File: src/rtl/agc_timing_pkg.sv
// ----------------------------------------------------------------------------
// agc_timing_pkg : shared constants, state type and successor rule for the
//                  timing-pulse cascade.  Rev 1.0
// ----------------------------------------------------------------------------
`default_nettype none

package agc_timing_pkg;

  localparam int NUM_TP  = 10;
  localparam int PHASE_W = 4;

  typedef enum logic [1:0] {
    SEARCH = 2'd0,
    TRACK  = 2'd1,
    LOCKED = 2'd2
  } sync_state_t;

  // Phase that must follow k in a clean cascade; 10 wraps back to 1.
  function automatic logic [PHASE_W-1:0] tp_succ(input logic [PHASE_W-1:0] k);
    return (k == PHASE_W'(NUM_TP)) ? PHASE_W'(1) : k + PHASE_W'(1);
  endfunction

endpackage

`default_nettype wire

File: src/rtl/tp_onehot_encode.sv
// ----------------------------------------------------------------------------
// tp_onehot_encode : 10-bit one-hot to 1..10 index; zero/multi-hot give 0.
//                    Rev 1.0
// ----------------------------------------------------------------------------
`default_nettype none

module tp_onehot_encode
  import agc_timing_pkg::*;
(
  input  logic [NUM_TP-1:0]  tp_vec,
  output logic [PHASE_W-1:0] index,
  output logic               valid
);

  // Exact-match compare so that unknown bits can never produce a phase.
  always_comb begin
    index = '0;
    for (int i = 0; i < NUM_TP; i++) begin
      if (tp_vec == (NUM_TP'(1) << i)) begin
        index = PHASE_W'(i + 1);
      end
    end
  end

  assign valid = (index != '0);

endmodule

`default_nettype wire

File: src/rtl/timepulse_decoder.sv
// ----------------------------------------------------------------------------
// timepulse_decoder : phase decode, lock tracking, cycle and violation
//                     counting for the tp1..tp10 cascade.  Rev 1.0
// ----------------------------------------------------------------------------
`default_nettype none

module timepulse_decoder
  import agc_timing_pkg::*;
#(
  parameter int MCT_WIDTH = 16,
  parameter int ERR_WIDTH = 8
) (
  input  logic                 clk,
  input  logic                 reset,
  input  logic                 tp1,
  input  logic                 tp2,
  input  logic                 tp3,
  input  logic                 tp4,
  input  logic                 tp5,
  input  logic                 tp6,
  input  logic                 tp7,
  input  logic                 tp8,
  input  logic                 tp9,
  input  logic                 tp10,
  output logic [PHASE_W-1:0]   phase,
  output logic                 locked,
  output logic                 cycle_start,
  output logic [MCT_WIDTH-1:0] mct_count,
  output logic                 sync_err,
  output logic [ERR_WIDTH-1:0] err_count
);

  logic [NUM_TP-1:0]  tp_vec;
  logic [PHASE_W-1:0] enc_idx;
  logic               enc_valid;

  sync_state_t        state;
  sync_state_t        next_state;
  logic [PHASE_W-1:0] last;
  logic [PHASE_W-1:0] next_last;

  logic               step_ok;
  logic               is_tp1;
  logic               cycle_evt;
  logic               err_evt;

  assign tp_vec = {tp10, tp9, tp8, tp7, tp6, tp5, tp4, tp3, tp2, tp1};

  tp_onehot_encode u_encode (
    .tp_vec (tp_vec),
    .index  (enc_idx),
    .valid  (enc_valid)
  );

  assign step_ok = enc_valid && (enc_idx == tp_succ(last));
  assign is_tp1  = (enc_idx == PHASE_W'(1));

  always_ff @(posedge clk or posedge reset) begin
    if (reset) begin
      state <= SEARCH;
      last  <= '0;
    end else begin
      state <= next_state;
      last  <= next_last;
    end
  end

  always_comb begin
    next_state = state;
    next_last  = last;
    case (state)
      SEARCH: begin
        if (is_tp1) begin
          next_state = TRACK;
          next_last  = PHASE_W'(1);
        end
      end
      TRACK, LOCKED: begin
        if (step_ok) begin
          next_last = enc_idx;
          if (is_tp1) begin
            next_state = LOCKED;
          end
        end else if (is_tp1) begin
          // A stray tp1 is still a plausible start of a new cascade.
          next_state = TRACK;
          next_last  = PHASE_W'(1);
        end else begin
          next_state = SEARCH;
          next_last  = '0;
        end
      end
      default: begin
        next_state = SEARCH;
        next_last  = '0;
      end
    endcase
  end

  always_comb begin
    cycle_evt = 1'b0;
    err_evt   = 1'b0;
    if (state != SEARCH) begin
      cycle_evt = step_ok && is_tp1;
    end
    if (state == LOCKED) begin
      err_evt = !step_ok;
    end
  end

  always_ff @(posedge clk or posedge reset) begin
    if (reset) begin
      phase       <= '0;
      cycle_start <= 1'b0;
      sync_err    <= 1'b0;
      mct_count   <= '0;
      err_count   <= '0;
    end else begin
      phase       <= enc_idx;
      cycle_start <= cycle_evt;
      sync_err    <= err_evt;
      if (cycle_evt) begin
        mct_count <= mct_count + MCT_WIDTH'(1);
      end
      if (err_evt && (err_count != '1)) begin
        err_count <= err_count + ERR_WIDTH'(1);
      end
    end
  end

  assign locked = (state == LOCKED);

endmodule

`default_nettype wire

File: config.mk
export PLATFORM = sky130hd
export DESIGN_NAME = timepulse_decoder
export DESIGN_NICKNAME = d
export VERILOG_FILES = /design/src/rtl/agc_timing_pkg.sv /design/src/rtl/tp_onehot_encode.sv /design/src/rtl/timepulse_decoder.sv
export SDC_FILE = /design/constraint.sdc
export NUM_CORES = 1
export LEC_CHECK = 0
export ABC_CLOCK_PERIOD_IN_PS = 4400
export CAP_MARGIN = 10
export CORE_MARGIN = 10
export CORE_UTILIZATION = 55
export CTS_CLUSTER_DIAMETER = 40
export DETAILED_ROUTE_END_ITERATION = 12
export PLACE_DENSITY = 0.9
export SLEW_MARGIN = 20
export SYNTH_ARGS = -nofsm -noshare
export SYNTH_HDL_FRONTEND = slang
export SYNTH_SLANG_ARGS = --single-unit
export TNS_END_PERCENT = 10
File: constraint.sdc
create_clock -name clk -period 4.4 [get_ports clk]
set_clock_uncertainty 0.05 [all_clocks]
set_input_delay 0.88 -clock clk [delete_from_list [all_inputs] [get_ports clk]]
set_output_delay 0.88 -clock clk [all_outputs]
set_load 0.1 [all_outputs]
**Yosys cells after proc, flatten, opt, wreduce, memory -nomap -nowiden**

Cells that the tools add are included.

- Logic and storage cells: 59
- Output and inout bits: 31
- Bits in registers: 36
- Input port bits: 12

- Muxes and demuxes: 22
- Reductions and logical operators: 9
- Add/subtract/negate cells: 3
- Equal/unequal tests: 18

Operators by type and width:

| kind | count |
|---|---|
| 4-bit two-way mux | 6 |
| 16-bit by 1-bit adder with 16-bit output, second input constant | 1 |
| 3-bit two-way mux | 4 |
| 10-bit by 1-bit == test with 1-bit output, second input constant | 1 |
| 10-bit == test, second input constant | 1 |
| 10-bit by 2-bit == test with 1-bit output, second input constant | 1 |
| 10-bit by 3-bit == test with 1-bit output, second input constant | 1 |
| 10-bit by 4-bit == test with 1-bit output, second input constant | 1 |
| 10-bit by 5-bit == test with 1-bit output, second input constant | 1 |
| 10-bit by 6-bit == test with 1-bit output, second input constant | 1 |
| 10-bit by 7-bit == test with 1-bit output, second input constant | 1 |
| 10-bit by 8-bit == test with 1-bit output, second input constant | 1 |
| 10-bit by 9-bit == test with 1-bit output, second input constant | 1 |
| 2-bit two-way mux | 5 |
| 8-bit by 1-bit adder with 8-bit output, second input constant | 1 |
| 8-bit != test, second input constant | 1 |
| 4-bit case mux with 2 select lines | 1 |
| 1-bit two-way mux | 5 |
| 4-bit by 1-bit adder with 4-bit output, second input constant | 1 |
| 4-bit by 1-bit == test with 1-bit output, second input constant | 1 |
| 4-bit == test | 1 |
| 4-bit == test, second input constant | 1 |
| 2-bit case mux with 2 select lines | 1 |
| 4-bit nonzero test | 1 |
| 10 further kinds | 12 |

**Logic depth before layout (Yosys ltp)**

Gate-level depths: netlist (run 1).

- Word-level depth: 16
- Gate-level depth with buffers: 11
- Gate-level depth less buffers: 9

**By module**

From an unflattened synthesis (run 1), not the netlist that was laid out.

- Cells, all modules: 189
- Area, all modules: 2009.4 µm²

By module, submodules not included:

| module | area each (µm²) | instances | seq. area each (µm²) | cells each |
|---|---|---|---|---|
| timepulse_decoder | 1770.4 | 1 | 900.9 | 151 |
| tp_onehot_encode | 239.0 | 1 | 0.0 | 38 |

**Worst setup path before layout (run 1)**

OpenSTA, ideal clock, no wires.

- Path kind: input -> register
- Start point: input port tp7
- End point: register mct_count[1]
- Path slack: 1.278 ns
- Setup time: 0.128 ns
- Path buffers: 1
- Cell stages on the path: 9
- Data required time: 4.222 ns
- Data arrival time: 2.944 ns
- Path through: buf_2 > or3_1 > nor4_1 > a32oi_1 > nor4_1 > a31oi_1 > a211oi_4 > and2_1 > mux2_1

- Longest elaborated chain between the ends: 15
- Elaborated cells on any way between the ends: 26
- Classes of those cells: eq/ne (12); mux (11); reduce/logical (3)

Ends and longest elaborated chain:

| what | RTL line | source |
|---|---|---|
| from (decl) | timepulse_decoder.sv:21 | `input logic tp7,` |
| 10-bit by 1-bit == test with 1-bit output | tp_onehot_encode.sv:19 | `if (tp_vec == (NUM_TP'(1) << i)) begin` |
| 1-bit two-way mux | tp_onehot_encode.sv:19 |  |
| 2-bit two-way mux (2 in a row) | tp_onehot_encode.sv:19 |  |
| 3-bit two-way mux (4 in a row) | tp_onehot_encode.sv:19 |  |
| 4-bit two-way mux (2 in a row) | tp_onehot_encode.sv:19 |  |
| 4-bit two-way mux (*) | tp_onehot_encode.sv:19 |  |
| 4-bit == test / 4-bit nonzero test (equally long branches) | timepulse_decoder.sv:55, tp_onehot_encode.sv:25 |  |
| 1-bit logical AND | timepulse_decoder.sv:55 | `assign step_ok = enc_valid && (enc_idx == tp_succ(last));` |
| 1-bit logical AND (*) | timepulse_decoder.sv:104 | `cycle_evt = step_ok && is_tp1;` |
| 1-bit two-way mux (*) | timepulse_decoder.sv:103 | `if (state != SEARCH) begin` |
| named net cycle_evt | timepulse_decoder.sv:44 | `logic cycle_evt;` |
| to (signal assigned) | timepulse_decoder.sv:123 | `mct_count <= mct_count + MCT_WIDTH'(1);` |
| to (decl) | timepulse_decoder.sv:28 | `output logic [MCT_WIDTH-1:0] mct_count,` |

Mark *: on every way through the listed nets, which the timed path passes. The rest lies on a longest branch.
A chain may end at the register's enable or synchronous reset.

**Final worst setup path (run 1)**

- Start point: input port tp6
- End point: register mct_count[1]

- Longest elaborated chain between the ends: 15
- Elaborated cells on any way between the ends: 26
- Classes of those cells: eq/ne (12); mux (11); reduce/logical (3)

Ends and longest elaborated chain:

| what | RTL line | source |
|---|---|---|
| from (decl) | timepulse_decoder.sv:20 | `input logic tp6,` |
| 10-bit by 1-bit == test with 1-bit output | tp_onehot_encode.sv:19 |  |
| 1-bit two-way mux | tp_onehot_encode.sv:19 |  |
| 2-bit two-way mux (2 in a row) | tp_onehot_encode.sv:19 |  |
| 3-bit two-way mux (4 in a row) | tp_onehot_encode.sv:19 |  |
| 4-bit two-way mux (2 in a row) | tp_onehot_encode.sv:19 |  |
| 4-bit two-way mux (*) | tp_onehot_encode.sv:19 |  |
| 4-bit == test / 4-bit nonzero test (equally long branches) | timepulse_decoder.sv:55, tp_onehot_encode.sv:25 |  |
| 1-bit logical AND | timepulse_decoder.sv:55 |  |
| 1-bit logical AND (*) | timepulse_decoder.sv:104 |  |
| 1-bit two-way mux (*) | timepulse_decoder.sv:103 |  |
| named net cycle_evt | timepulse_decoder.sv:44 |  |

Marked as above.

==> results of run 1 <==
## final cells by class
class	instances	area, sq um
multi-input combinational	163	1120
fill	260	1020
sequential	36	901
timing repair buffer	46	450
clock buffer	6	82.6
tap	48	60.1
inverter	9	35.0
clock inverter	2	13.8
## how the worst max path moves through the flow
stage	startpoint	endpoint	slack (ps)	cells after the start
finish	tp6	mct_count[1]	540	9
global route	tp5	mct_count[1]	340	9
CTS	tp5	mct_count[1]	580	9
detailed placement	tp6	mct_count[1]	280	9
global placement	tp6	mct_count[1]	430	9
floorplan	tp7	mct_count[1]	1280	9
## power breakdown
group	internal [W]	switching, W	leakage, nW	total [W]
sequential	0.000347	0.0000192	0.477	0.000366
combinational	0.0000614	0.000167	0.585	0.000228
clock	0.000128	0.000118	0.0516	0.000246
## registers in the layout, indices dropped and copies added, names as in the netlist
name	flops
cycle_start	1
err_count	8
last	4
mct_count	16
phase	4
state	2
sync_err	1
## layout by cell type, fill, tap and decap left out, types with 4 or more instances in the layout
cell type,n
nand3_1,14
xor2_1,12
nor2_1,10
nor4_1,8
ha_1,5
o21ai_0,7
nor3_1,6
and3_1,10
clkbuf_8,6
and2_1,4
clkdlybuf4s50_1,42
inv_1,8
xnor2_1,18
nand2_1,15
dfrtp_1,36
a21oi_1,4
buf_4,4
nand4_1,9
## logic make-up (layout without fill, tap and decap cells)
group                    count (synthesis)  after routing  share of synthesized area (%)
AND/OR/NAND/NOR                         94             94                           25.2
flip-flops                              36             36                           42.9
AO/OA/AOI/OAI                           31             31                           11.3
XOR/XNOR                                30             30                           12.5
buffers and inverters                   15             63                           3.52
adder cells (fa/ha/maj)                  5              5                           2.98
multiplexers                             3              3                           1.61
## metrics by stage
step	area, sq um	std cells	setup WS, ps	utilization, %
6_report	2670	310	535	72.3
5_1_grt	2670	310	338	72.3
4_1_cts	2670	310	577	72.3
3_5_place_dp	2570	302	278	69.7
3_3_place_gp	2570	302	432	69.7
2_1_floorplan	2100	214	1280	-
## layer usage
layer	share of wire (%)	wire length, um	up-vias	GRT usage (%)
met3	8.1	391	4	4.80
met1	40	1920	854	17.5
met2	51	2460	69	25.9
met4	0.65	31	0	4.25
li1	-	-	869	-
met5	0	0	-	0
## worst register-to-register path, stage by stage (launching register included)
cell and delay (ps):
dfrtp_1 490, nand2_1 130, nor4_1 200, a211oi_1 100, o32a_1 340, a211oi_4 560
and2_1 280, mux2_1 330
==> flow_summary.ini, run 1 <==
[sta]
max_slew_margin_pct = 34.1
drv_slew = 0
min_period_ps = 3860
setup_viol = 0
fmax_mhz = 259
tns_ps = 0
fin_crit_sh_pct = 87.8
worstMarginPinSlew_ps = 985
rsz0062_at_grt = no
hold_viol_final = 0
fin_hold_ws_ps = 420

[global_route]
grt_max_degree = 37
grt_pass1_wl_um = 8100
grt_util_all_layers_pct = 15.0
grt_pass1_vias = 1760
antenna_found_initial = 0
grt_overflow = 0

[logic_synthesis]
async_flop_share_pct = 100
synthCells = 214
synthTopCellsByCount = dfrtp_1 (36), xnor2_1 (18), nand2_1 (15)
synth-edff-count = 0
synthDistinctLibCells = 51
synth_area_leaders = dfrtp_1 (43%), xnor2_1 (7.5%), xor2_1 (5.0%)
synth_top_area_share_pct = 42.9
ys_warn_count = 0
avgSynthCellArea_sq_um = 9.80
yosysTopAreaCell = dfrtp_1
syn_area_sq_um = 2100
dominantRegCellSynth = dfrtp_1
ys_ff_latch = 36
yosysSeqAreaShare_pct = 42.9
syn_nets = 231
synth.most_common_cell = dfrtp_1

[routing]
drc = 0
drt_iter0_markers = 175
wirelength_um = 4810
ant_nets = 0
avgRoutedWirePerCell_um = 15.5
num_vias = 1796
first_pass_iters = 7
viasPerCell = 5.79

[min_path]
hold-path-cell-count = 1
hold_path_end = mct_count[15]
hp-start = mct_count[15]
hold_class = flip-flop to flip-flop

[pwr]
p_leak_nw = 1.11
irDropWorstVdd_mv = 0.398
p_per_area_nw_per_um2 = 315
power.total_w = 0.000840

[run_status]
status = finished clean

[worst_setup_path]
r2r_end = mct_count[1]
endpoint_kind = flip-flop
slowest_stage = a211oi_4
crit_required_ps = 4520
cp.buffers_inverters = 1
rr_worst_depth = 7
cpLargestDelayFamily = simple AND/OR/NAND/NOR gates
reg2reg_slack_ps = 1820
crit_top_cell = nor4_1
path_cells = clkdlybuf4s50_1, or3_1, nor4_1, a32oi_1, nor4_1, a31oi_1, a211oi_4, and2_1, mux2_1
arrival_ps = 3980
critPathLaunchType = input pin
rr_startpoint = last[1]
crit_fanout = 13
critical_path_class = input pin to flip-flop
cpPeakStageDelay_ps = 570

[die]
num_rows = 22
die-area_sq_um = 6690
initial_utilization_pct = 56.9
dieHeight_um = 81.8
io-pin-count = 43
die_w_um = 81.8
coreArea_sq_um = 3690

[clock_tree]
tritoncts = done
clk_latency_ps = 280
numCtsBuffers = 5
cts_sinks = 36
postCtsHoldBufs = 0
htreeDepth = 2
clockRootBuffer = clkbuf_8
cts_buffer_depth = 2
cts_setup_buffers = 0
clkTransAtPathRegs_ps = 70
post_cts_resized = 0

[layout]
nNetsFinal = 278
drive_above_1_share_pct = 9.54
insertedDiodeCount = 0
area_delta_synth_final_pct = 27.1

[run]
max_cap_violations = 0

[placement]
dpl.hpwl_um = 3590
port_buffers = 42
gp_congestion = 0.835
Power figures use the tool's default switching activity.
==> inputs of run 2 (changes only) <==
--- a/config.mk
+++ b/config.mk
@@ -5,13 +5,14 @@
 export SDC_FILE = /design/constraint.sdc
 export NUM_CORES = 1
 export LEC_CHECK = 0
-export ABC_CLOCK_PERIOD_IN_PS = 4400
+export ABC_CLOCK_PERIOD_IN_PS = 4770
 export CAP_MARGIN = 10
 export CORE_MARGIN = 10
-export CORE_UTILIZATION = 55
+export CORE_UTILIZATION = 48
+export CTS_BUF_LIST = sky130_fd_sc_hd__clkbuf_4 sky130_fd_sc_hd__clkbuf_8 sky130_fd_sc_hd__clkbuf_16
 export CTS_CLUSTER_DIAMETER = 40
 export DETAILED_ROUTE_END_ITERATION = 12
-export PLACE_DENSITY = 0.9
+export PLACE_DENSITY = 0.8
 export SLEW_MARGIN = 20
 export SYNTH_ARGS = -nofsm -noshare
 export SYNTH_HDL_FRONTEND = slang
==> constraint.sdc (replaced) <==
create_clock -name clk -period 4.77 [get_ports clk]
set_clock_uncertainty 0.05 [all_clocks]
set_input_delay 0.954 -clock clk [delete_from_list [all_inputs] [get_ports clk]]
set_output_delay 0.954 -clock clk [all_outputs]
set_load 0.1 [all_outputs]
==> run 2 against run 1 <==
  * First-iteration DRC count decreased by 51%
  * Design area increased by 0.38%
  * Combinational power decreased by 8%
  * Die area increased by 11%
  * Global-route usage decreased by 1.7 points
  * Utilization decreased by 7.3 points
  * Final cell count increased by 0.32%
  * Flip-flop and latch count unchanged
  * Non-clock buffer count decreased by 1
  * Clock power increased by 7%
  * Sequential power decreased by 7.7%
==> flow_summary.ini, run 2 (synthesis gave the netlist of run 1 again) <==
[clock_tree]
cts_buffer_depth = 2
tritoncts = done
clockRootBuffer = clkbuf_8
clk_latency_ps = 280
cts_sinks = 36
clkTransAtPathRegs_ps = 80
cts_setup_buffers = 0
post_cts_resized = 0
postCtsHoldBufs = 0
numCtsBuffers = 5
htreeDepth = 2

[layout]
area_delta_synth_final_pct = 27.5
drive_above_1_share_pct = 9.20
final_cell_mix = clkdlybuf4s50_1 (42), dfrtp_1 (36), xnor2_1 (18)
insertedDiodeCount = 0
largest_reg_flops = 16
mostFrequentLayoutCell = clkdlybuf4s50_1
nNetsFinal = 277
top_register = mct_count
largest_registers = mct_count: 16 flops, err_count: 8 flops
fin_area_sq_um = 2680
fin_util_pct = 65.0

[routing]
num_vias = 1770
avgRoutedWirePerCell_um = 15.1
viasPerCell = 5.69
first_pass_iters = 4
ant_nets = 0
drc = 0
wirelength_um = 4710
drt_iter0_markers = 85

[placement]
port_buffers = 42
dp_slack_ps = 779
gp_congestion = 0.856
dpl.hpwl_um = 3580
place_area_sq_um = 2560

[min_path]
hold_class = flip-flop to flip-flop
hold-path-cell-count = 1

[global_route]
grt_pass1_wl_um = 8300
grt_max_degree = 37
grt_overflow = 0
grt_pass1_vias = 1783
antenna_found_initial = 0
grt_util_all_layers_pct = 13.3

[die]
num_rows = 23
die_w_um = 86.1
initial_utilization_pct = 51.0
die-area_sq_um = 7420
coreArea_sq_um = 4120
dieHeight_um = 86.1
io-pin-count = 43

[worst_setup_path]
critical_path_class = input pin to flip-flop
reg2reg_slack_ps = 2310
rr_worst_depth = 9
crit_required_ps = 4900
crit_fanout = 19
endpoint_kind = flip-flop
arrival_ps = 3840
critPathLaunchType = input pin

[sta]
tns_ps = 0
max_slew_margin_pct = 33.9
rsz0062_at_grt = no
fmax_mhz = 270
drv_slew = 0
setup_ws_ps = 1060
fin_crit_sh_pct = 77.7
hold_viol_final = 0
min_period_ps = 3710
setup_viol = 0
fin_hold_ws_ps = 420
worstMarginPinSlew_ps = 988

[pwr]
p_leak_nw = 1.12
p_per_area_nw_per_um2 = 303
irDropWorstVdd_mv = 0.363

[run_status]
status = finished clean

[run]
max_cap_violations = 0
[run 2: changes by cell type in the layout (fill, tap and decap cells not counted)]
cell,before,now
clkbuf_8,6,5
bufinv_16,0,1
clkbuf_4,0,1
buf_4,4,3
inv_6,1,0
[run 2: path summary, 6_finish.rpt]
check,start,to
min in group asynchronous,reset,mct_count[6]
worst max register to register,last[2],last[2]
worst min register to register,mct_count[15],mct_count[15]
max in group asynchronous,reset,cycle_start
worst max-delay path,tp4,last[2]
worst min-delay path,mct_count[15],mct_count[15]
[run 2: critical path, stage by stage]
cell and delay [ps]:
clkdlybuf4s50_1 680, or4b_1 520, nor3_2 160, a211oi_1 80
nor4_1 280, a31oi_1 110, a211oi_4 400, buf_4 310
nand2_2 110, o31ai_1 240
[run 2: layer usage]
layer  up-vias  GRT usage (%)  wire, um
li1        862              -         -
met1       859           16.1      2160
met2        45           20.8      2190
met3         4           6.43       317
met4         0           2.99        34
met5         -              0         0
[run 2: cell type report]
class                      count  area (sq um)
clock buffer                   6          76.3
tap                           50          62.6
sequential                    36           901
inverter                       9          35.0
timing repair buffer          45           443
fill                         354          1440
multi-input combinational    163          1120
clock inverter                 2          35.0
[run 2: per-stage QoR]
| step | power [W] | std cells |
|---|---|---|
| detailed placement | 0.000555 | 303 |
| floorplan | 0.000496 | 214 |
| CTS | 0.000819 | 311 |
| global placement | 0.000552 | 303 |
| global route | 0.000851 | 311 |
| finish | 0.000812 | 311 |
[run 2: power by group]
part	internal (W)	leakage [nW]	switching (W)
sequential	0.000320	0.477	0.0000182
combinational	0.0000563	0.580	0.000154
clock	0.000161	0.0586	0.000103
